File: config.mk
export PLATFORM = sky130hd
export DESIGN_NAME = proc_hazard_unit
export DESIGN_NICKNAME = d
export VERILOG_FILES = /design/src/rtl/proc_hazard_unit.sv
export SDC_FILE = /design/constraint.sdc
export NUM_CORES = 1
export LEC_CHECK = 0
export ABC_AREA = 1
export CAP_MARGIN = 20
export CORE_UTILIZATION = 42
export DETAILED_ROUTE_END_ITERATION = 10
export PLACE_DENSITY = 0.82
export SYNTH_ARGS = -nofsm -noshare
export SYNTH_HDL_FRONTEND = slang
export SYNTH_SLANG_ARGS = --single-unit
File: constraint.sdc
create_clock -name clk -period 1.5 [get_ports clk]
set_clock_uncertainty 0.1 [all_clocks]
set_input_delay 0.15 -clock clk [delete_from_list [all_inputs] [get_ports clk]]
set_output_delay 0.15 -clock clk [all_outputs]
set_load 0.02 [all_outputs]
File: src/rtl/proc_hazard_unit.sv
// proc_hazard_unit: hazard and pipeline-tracking controller for the TinyRV1
// in-order pipeline (F, D, then NSTAGES execution/write-back stages).
// Decodes the D instruction, tracks in-flight destination records and
// produces stall, squash, bypass-select and W-stage write controls.
// Optional feature macro: PROC_HAZARD_MUL_STALL_EN (multi-cycle MUL in X).
module proc_hazard_unit #(
    parameter int NSTAGES  = 3,
    parameter int LW_STAGE = 1,
    parameter int MUL_LAT  = 3,
    parameter int SELW     = $clog2(NSTAGES + 1)
) (
    input  logic            clk,
    input  logic            rst,
    input  logic [31:0]     inst_D,
    input  logic            eq_X,
    output logic            stall_F,
    output logic            stall_D,
    output logic            stall_X,
    output logic            squash_F,
    output logic            squash_D,
    output logic [SELW-1:0] op1_byp_sel_D,
    output logic [SELW-1:0] op2_byp_sel_D,
    output logic            rf_wen_W,
    output logic [4:0]      rf_waddr_W
);

    typedef struct packed {
        logic       val;
        logic       wen;
        logic [4:0] rd;
        logic       is_lw;
        logic       is_mul;
        logic       is_bne;
    } rec_t;

    rec_t stage_r [NSTAGES];
    logic val_D_r;

    logic [6:0] opcode_s;
    logic [2:0] funct3_s;
    logic [6:0] funct7_s;
    logic [4:0] rs1_s;
    logic [4:0] rs2_s;
    logic [4:0] rd_s;
    logic is_add_s, is_addi_s, is_mul_s, is_lw_s, is_sw_s, is_jal_s, is_jr_s, is_bne_s;
    logic reads_rs1_s, reads_rs2_s, writes_s;

    logic taken_X_s, squash_D_s, squash_F_s, stall_D_s, stall_X_s, load_use_s, d_live_s;
    logic [NSTAGES-1:0] hit1_s, hit2_s, rdy_s, lu_s;
    logic [SELW-1:0] sel1_s, sel2_s;
    rec_t d_rec_s;

    // Decode the D-stage instruction into its class and register fields.
    always_comb begin
        opcode_s    = inst_D[6:0];
        funct3_s    = inst_D[14:12];
        funct7_s    = inst_D[31:25];
        rs1_s       = inst_D[19:15];
        rs2_s       = inst_D[24:20];
        rd_s        = inst_D[11:7];
        is_add_s    = (opcode_s == 7'b0110011) && (funct3_s == 3'b000) && (funct7_s == 7'b0000000);
        is_mul_s    = (opcode_s == 7'b0110011) && (funct3_s == 3'b000) && (funct7_s == 7'b0000001);
        is_addi_s   = (opcode_s == 7'b0010011) && (funct3_s == 3'b000);
        is_lw_s     = (opcode_s == 7'b0000011) && (funct3_s == 3'b010);
        is_sw_s     = (opcode_s == 7'b0100011) && (funct3_s == 3'b010);
        is_jal_s    = (opcode_s == 7'b1101111);
        is_jr_s     = (opcode_s == 7'b1100111) && (funct3_s == 3'b000) &&
                      (rd_s == 5'd0) && (inst_D[31:20] == 12'd0);
        is_bne_s    = (opcode_s == 7'b1100011) && (funct3_s == 3'b001);
        reads_rs1_s = is_add_s | is_addi_s | is_mul_s | is_lw_s | is_sw_s | is_jr_s | is_bne_s;
        reads_rs2_s = is_add_s | is_mul_s | is_sw_s | is_bne_s;
        writes_s    = is_add_s | is_addi_s | is_mul_s | is_lw_s | is_jal_s;
    end

`ifdef PROC_HAZARD_MUL_STALL_EN
    localparam logic [3:0] MUL_LAST = 4'(MUL_LAT - 1);
    logic [3:0] mul_cnt_r;

    // A MUL holds X until its counter reaches the last latency cycle.
    always_comb begin
        stall_X_s = stage_r[0].val & stage_r[0].is_mul & (mul_cnt_r != MUL_LAST);
    end

    // Count cycles the MUL has been held in X; clear once it moves on.
    always_ff @(posedge clk or negedge rst) begin
        if (!rst) begin
            mul_cnt_r <= 4'd0;
        end else if (stall_X_s) begin
            mul_cnt_r <= mul_cnt_r + 4'd1;
        end else begin
            mul_cnt_r <= 4'd0;
        end
    end
`else
    // Without the multi-cycle MUL, X never holds.
    always_comb begin
        stall_X_s = 1'b0;
    end
`endif

    // Per-stage source matches, result readiness and load-use detection.
    always_comb begin
        hit1_s = '0;
        hit2_s = '0;
        rdy_s  = '0;
        lu_s   = '0;
        for (int k = 0; k < NSTAGES; k++) begin
            hit1_s[k] = val_D_r & reads_rs1_s & stage_r[k].val & stage_r[k].wen &
                        (stage_r[k].rd == rs1_s) & (stage_r[k].rd != 5'd0);
            hit2_s[k] = val_D_r & reads_rs2_s & stage_r[k].val & stage_r[k].wen &
                        (stage_r[k].rd == rs2_s) & (stage_r[k].rd != 5'd0);
            // Loads are not ready before LW_STAGE; a held MUL is not ready in X.
            rdy_s[k]  = ~(stage_r[k].is_lw & (k < LW_STAGE)) &
                        ~((k == 0) & stage_r[k].is_mul & stall_X_s);
            lu_s[k]   = (hit1_s[k] | hit2_s[k]) & stage_r[k].is_lw & (k < LW_STAGE);
        end
    end

    // Pick the youngest matching stage with a ready result for each operand.
    always_comb begin
        sel1_s = '0;
        sel2_s = '0;
        for (int k = NSTAGES - 1; k >= 0; k--) begin
            if (hit1_s[k] & rdy_s[k]) begin
                sel1_s = SELW'(k + 1);
            end else begin
                sel1_s = sel1_s;
            end
            if (hit2_s[k] & rdy_s[k]) begin
                sel2_s = SELW'(k + 1);
            end else begin
                sel2_s = sel2_s;
            end
        end
    end

    // Branch resolution, squash and stall generation; squash wins over stall.
    always_comb begin
        load_use_s = |lu_s;
        taken_X_s  = stage_r[0].val & stage_r[0].is_bne & ~eq_X;
        squash_D_s = taken_X_s;
        stall_D_s  = val_D_r & ~squash_D_s & (load_use_s | stall_X_s);
        squash_F_s = taken_X_s | (val_D_r & (is_jal_s | is_jr_s) & ~stall_D_s);
        d_live_s   = val_D_r & ~squash_D_s & ~stall_D_s;
    end

    // Record entering X; a bubble carries an all-zero record.
    always_comb begin
        d_rec_s = '0;
        if (d_live_s) begin
            d_rec_s.val    = 1'b1;
            d_rec_s.wen    = writes_s;
            d_rec_s.rd     = writes_s ? rd_s : 5'd0;
            d_rec_s.is_lw  = is_lw_s;
            d_rec_s.is_mul = is_mul_s;
            d_rec_s.is_bne = is_bne_s;
        end else begin
            d_rec_s = '0;
        end
    end

    // D valid bit: cleared by an F squash, held while F is stalled.
    always_ff @(posedge clk or negedge rst) begin
        if (!rst) begin
            val_D_r <= 1'b0;
        end else if (stall_F) begin
            val_D_r <= val_D_r;
        end else begin
            val_D_r <= ~squash_F_s;
        end
    end

    // Shift in-flight records down the pipe; X holds and stage 1 bubbles on stall_X.
    always_ff @(posedge clk or negedge rst) begin
        if (!rst) begin
            for (int k = 0; k < NSTAGES; k++) begin
                stage_r[k] <= '0;
            end
        end else begin
            if (stall_X_s) begin
                stage_r[0] <= stage_r[0];
            end else begin
                stage_r[0] <= d_rec_s;
            end
            for (int k = 1; k < NSTAGES; k++) begin
                if ((k == 1) && stall_X_s) begin
                    stage_r[k] <= '0;
                end else begin
                    stage_r[k] <= stage_r[k-1];
                end
            end
        end
    end

    assign stall_F       = stall_D_s;
    assign stall_D       = stall_D_s;
    assign stall_X       = stall_X_s;
    assign squash_F      = squash_F_s;
    assign squash_D      = squash_D_s;
    assign op1_byp_sel_D = sel1_s;
    assign op2_byp_sel_D = sel2_s;
    assign rf_wen_W      = stage_r[NSTAGES-1].val & stage_r[NSTAGES-1].wen;
    assign rf_waddr_W    = stage_r[NSTAGES-1].rd;

endmodule

Yosys cells after proc, flatten, opt, wreduce, memory -nomap -nowiden
Cells that the tools add are included.
- bitwise operators: 55
- mux-type cells: 8
- reduce and logical (&&, ||, !) cells: 17
- equal/unequal tests: 16
- operators with widths (kind ; count):
    $and 1x1->1 ; 37
    $eq 5x5->1 ; 6
    $eq 7x7->1 const B ; 3
    $reduce_bool 5->1 ; 3
    $eq 7x6->1 const B ; 2
    $or 1x1->1 ; 13
    $logic_not 12->1 ; 1
    $mux 2 ; 6
    $logic_and 1x1->1 ; 10
    $mux 10 ; 1
    $eq 7x1->1 const B ; 1
    $eq 7x2->1 const B ; 1
    $eq 7x5->1 const B ; 1
    $logic_not 7->1 ; 1
    $logic_not 5->1 ; 1
    $mux 5 ; 1
    $not 1->1 ; 5
    $eq 3x1->1 const B ; 1
    $eq 3x2->1 const B ; 1
    $logic_not 3->1 ; 1
- flip-flop bits (word level): 24
- word-level logic and storage cells: 108
- output and inout bits: 15

Longest topological paths before layout
- word-level depth: 21
- mapped depth: 13
- gate-level depth less buffers: 13

Worst setup path after synthesis
OpenSTA, ideal clock, no wires.
- kind: flip-flop to output port
- from: register stage_r[23] (netlist bit)
- to: output port stall_F
- cell stages (with the launch flop): 10
- path buffers: 1
- required time: 1250 ps
- arrival: 1573 ps
- setup slack: -323 ps
- path through: dfrtp_1 > xor2_1 > a21oi_1 > nand4_1 > nor2_1 > nand2_2 > nand2_2 > nand2_4 > nor3_2 > buf_4
- cells in the longest elaborated chain, start to end: 6
- elaborated cells between the ends (all ways): 10
- classes of those cells: eq/ne (2); bitwise (7); reduce/logical (1)
- RTL lines (element ; RTL line ; source):
    start, declared ; 36 ; rec_t stage_r [NSTAGES];
    start signal, assigned by index ; 189 ; stage_r[k] <= stage_r[k-1];
    $eq 5x5->1, on equally long branches ; 109, 111 ;
    $and 1x1->1, on equally long branches ; 108, 110 ;
    $and 1x1->1, on equally long branches ; 109, 111 ;
    $or 1x1->1 (*) ; 115 ; lu_s[k] = (hit1_s[k] | hit2_s[k]) & stage_r[k].is_lw & (k < LW_STAGE);
    $and 1x1->1 (*) ; 115 ;
    $and 1x1->1 (*) ; 142 ; stall_D_s = val_D_r & ~squash_D_s & (load_use_s | stall_X_s);
    end, declared ; 16 ; output logic stall_F,
Every way passes the cells marked *; elsewhere a longest branch is shown, timed or not.

Worst setup path in the final report
- from: register stage_r[25] (netlist bit)
- to: output port op2_byp_sel_D[1]
- cells in the longest elaborated chain, start to end: 5
- elaborated cells between the ends (all ways): 6
- classes of those cells: eq/ne (1); mux (1); bitwise (3); reduce/logical (1)
- RTL lines (element ; RTL line ; source):
    $eq 5x5->1 ; 111 ; (stage_r[k].rd == rs2_s) & (stage_r[k].rd != 5'd0);
    $and 1x1->1 ; 110 ; hit2_s[k] = val_D_r & reads_rs2_s & stage_r[k].val & stage_r[k].wen &
    $and 1x1->1 (*) ; 111 ;
    $and 1x1->1 (*) ; 129 ; if (hit2_s[k] & rdy_s[k]) begin
    $mux 2 (*) ; 129 ;
    end, declared ; 22 ; output logic [SELW-1:0] op2_byp_sel_D,
Marks and branches as above.

==> impl_metrics.tcl <==
set metrics [dict create \
    status "finished with violations" \
    violations "setup timing" \
    crit_path_start_kind "flip-flop" \
    vias_per_cell 5.02 \
    setup_viol 17 \
    fmax_mhz 487 \
    max_cap_violations 0 \
    first_pass_iters 7 \
    area_growth_pct 65.0 \
    final_hold_viol_count 0 \
    cp-end-kind "output port" \
    ys_types 31 \
    gp_congestion 0.875 \
    layout_commonest_cell "buf_4" \
    yosysSeqAreaShare 0.364 \
    synth-adder-area-share 0 \
    initial_core_util 0.444 \
    reg2regPathDepth 11 \
    clk_latency_ns 0.27 \
    path_class "reg -> out" \
    crit_arrival_ns 1.80 \
    rsz0062_at_grt "yes" \
    drv_slew 0 \
    synth-compound-area-share 0.0667 \
    cts_tree "yes" \
    num_vias 1864 \
    cts_buffers 3 \
    critPathRequiredTime_ns 1.25 \
    r2r-start "stage_r[23]$_DFF_PN0_" \
    syn_nets 260 \
    pwr-share-comb 0.184 \
    final_layout_size_suffix_gt1_frac 0.409 \
    setup_ws_ns -0.554 \
    io_pins 50 \
    fin_util 0.733 \
    cts_max_level 1 \
    rows 22 \
    layout_common_cells "buf_4 (52), nor2_1 (34), nand2_1 (29)" \
    synth_area_mm2 0.00165 \
    cts_sinks 24 \
    io_buffers 48 \
    finalSetupTns_ns -6.07 \
    nNetsFinal 359 \
    p_switching_uw 339 \
    die_height_um 64.7 \
    p_clk_frac 0.376 \
    fin_crit_sh 1.37 \
    finalCriticalPeriod_ns 2.05 \
    drc_errors 0 \
    vdd_drop_max_mv 0.363 \
    power_frac_seq 0.440 \
    grt_overflow 0 \
    die_w_um 64.7 \
    cellPowerDensity_mw_per_mm2 544 \
    cts_buffer_depth 2 \
    grt_use_total 0.251 \
    drt-initial-drc-count 113 \
    wl_mm 5.16 \
    antenna_cells 0 \
    p_leak_nw 1.43 \
    core_mm2 0.00372 \
    grt_max_degree 25 \
    syn_avg_cell_area_um2 7.34 \
    cp-startpoint "stage_r[25]$_DFF_PN0_" \
    die-area_mm2 0.00419 \
    yosys_warnings 0 \
    synth.area.mux_share 0 \
    p_int_mw 1.14 \
    place.detailed.hpwl_mm 3.33 \
    ys_ff_latch 24 \
    synth-simple-area-share 0.367 \
    worstHoldPathType "in -> reg" \
    first_global_vias 1845 \
    antenna_found_initial 0 \
    clockRootBuffer "clkbuf_8" \
    whs_ns 0.0704 \
    hold_path_depth 3 \
    hp-start "inst_D[11]" \
    synth_top_family_by_area "simple AND/OR/NAND/NOR gates" \
    hold_buffers 0 \
    synthCells 225 \
    synthXorXnorAreaFrac 0.0955 \
    grt_pass1_wl_mm 8.00 \
    path_clk_slew_ns 0.08 \
    postRouteAntennaNets 0 \
    sw_frac_of_total 0.229 \
    wl_per_cell_um 13.9 \
    worstPathMaxFanout 4 \
]
per-stage QoR:
step	worst slack, ns	cells	instance area, um2	total power [mW]
5_1_grt	-0.693	371	2730	1.54
6_report	-0.554	371	2730	1.48
3_5_place_dp	-1.07	348	2400	0.916
3_3_place_gp	-1.05	348	2400	0.911
2_1_floorplan	-0.225	225	1660	0.750
4_1_cts	-0.532	367	2650	1.47
critical path: stages (launching register included):
cell     delay, ns
dfrtp_1       0.44
xor2_1        0.17
a21oi_1       0.13
nand2_1       0.08
nor2_2        0.18
nand2_2       0.09
or2_1         0.22
nand2_1       0.07
inv_1         0.04
buf_6         0.12
synth_stat cells:
| master | n | area [um2] |
|---|---|---|
| nor2_1 | 45 | 169 |
| nand2_1 | 37 | 139 |
| inv_1 | 30 | 113 |
| dfrtp_1 | 24 | 601 |
| nand3_1 | 12 | 60.1 |
| xnor2_1 | 10 | 87.6 |
| xor2_1 | 8 | 70.1 |
| a21oi_1 | 7 | 35.0 |
| buf_4 | 7 | 52.6 |
| nand2_2 | 5 | 31.3 |
| nor3_1 | 5 | 25.0 |
| nor4_1 | 5 | 31.3 |
| o21ai_0 | 4 | 20.0 |
| nand4_1 | 3 | 18.8 |
| inv_2 | 2 | 7.51 |
| nand3_2 | 2 | 20.0 |
| nand3b_1 | 2 | 15.0 |
| nor3b_1 | 2 | 15.0 |
| o21ai_1 | 2 | 10.0 |
| or2_1 | 2 | 12.5 |
| a21oi_2 | 1 | 8.76 |
| a221oi_1 | 1 | 8.76 |
| conb_1 | 1 | 3.75 |
| nand2_4 | 1 | 11.3 |
| nand3_4 | 1 | 17.5 |
| nand3b_4 | 1 | 20.0 |
| nor2_4 | 1 | 11.3 |
| nor3_2 | 1 | 10.0 |
| o2111ai_1 | 1 | 8.76 |
| o211a_1 | 1 | 10.0 |
| o221ai_1 | 1 | 8.76 |
cell families (layout without fill, tap and decap cells):
kind of cell / after synthesis / in the layout
xor+xnor: 18 / 18
other cells: 1 / 1
simple gates: 125 / 125
compound gates: 18 / 18
buf+inv: 39 / 137
flops: 24 / 24
cell type report:
class | count | area (um2)
Multi-Input combinational cell | 162 | 1020
Clock buffer | 3 | 41.3
Inverter | 32 | 125
Fill cell | 287 | 991
Tap cell | 48 | 60.1
Timing Repair Buffer | 101 | 843
Sequential cell | 24 | 603
Clock inverter | 1 | 30.0
repair_timing:
item | 4_1_cts | 5_1_grt
gates resized for setup | 133 | 19
pin swaps | 17 | 18
buffers inserted | 16 | 5
endpoints found under the setup margin | 24 | 19
endpoints found under the hold margin | 0 | 0
power by group through the flow:
stage | combinational [mW] | sequential (mW) | clock, mW
2_1_floorplan | 0.0850 | 0.665 | 0
3_3_place_gp | 0.246 | 0.665 | 0
3_5_place_dp | 0.251 | 0.665 | 0
4_1_cts | 0.258 | 0.652 | 0.559
5_1_grt | 0.296 | 0.653 | 0.592
6_report | 0.273 | 0.652 | 0.557
flip-flops by register name (all words and copies together) (netlist names):
signal,flops
rf_waddr_W,5
stage_r,18
val_D_r,1
layer usage:
metal | track usage | vias to the layer above | wire [um]
li1 | - | 902 | -
met3 | 0.0211 | 20 | 228
met1 | 0.284 | 852 | 2050
met5 | 0 | - | 0
met4 | 0.142 | 0 | 231
met2 | 0.456 | 90 | 2650
path summary, 6_finish.rpt:
kind	slack (ns)	to
max	-0.55	op2_byp_sel_D[1]
min	0.07	stage_r[27]$_DFF_PN0_
max reg2reg	-0.26	stage_r[24]$_DFF_PN0_
min reg2reg	0.27	stage_r[9]$_DFF_PN0_
max in group asynchronous	0.90	stage_r[15]$_DFF_PN0_
min in group asynchronous	0.15	stage_r[29]$_DFF_PN0_
(Power assumes the default switching activity.)
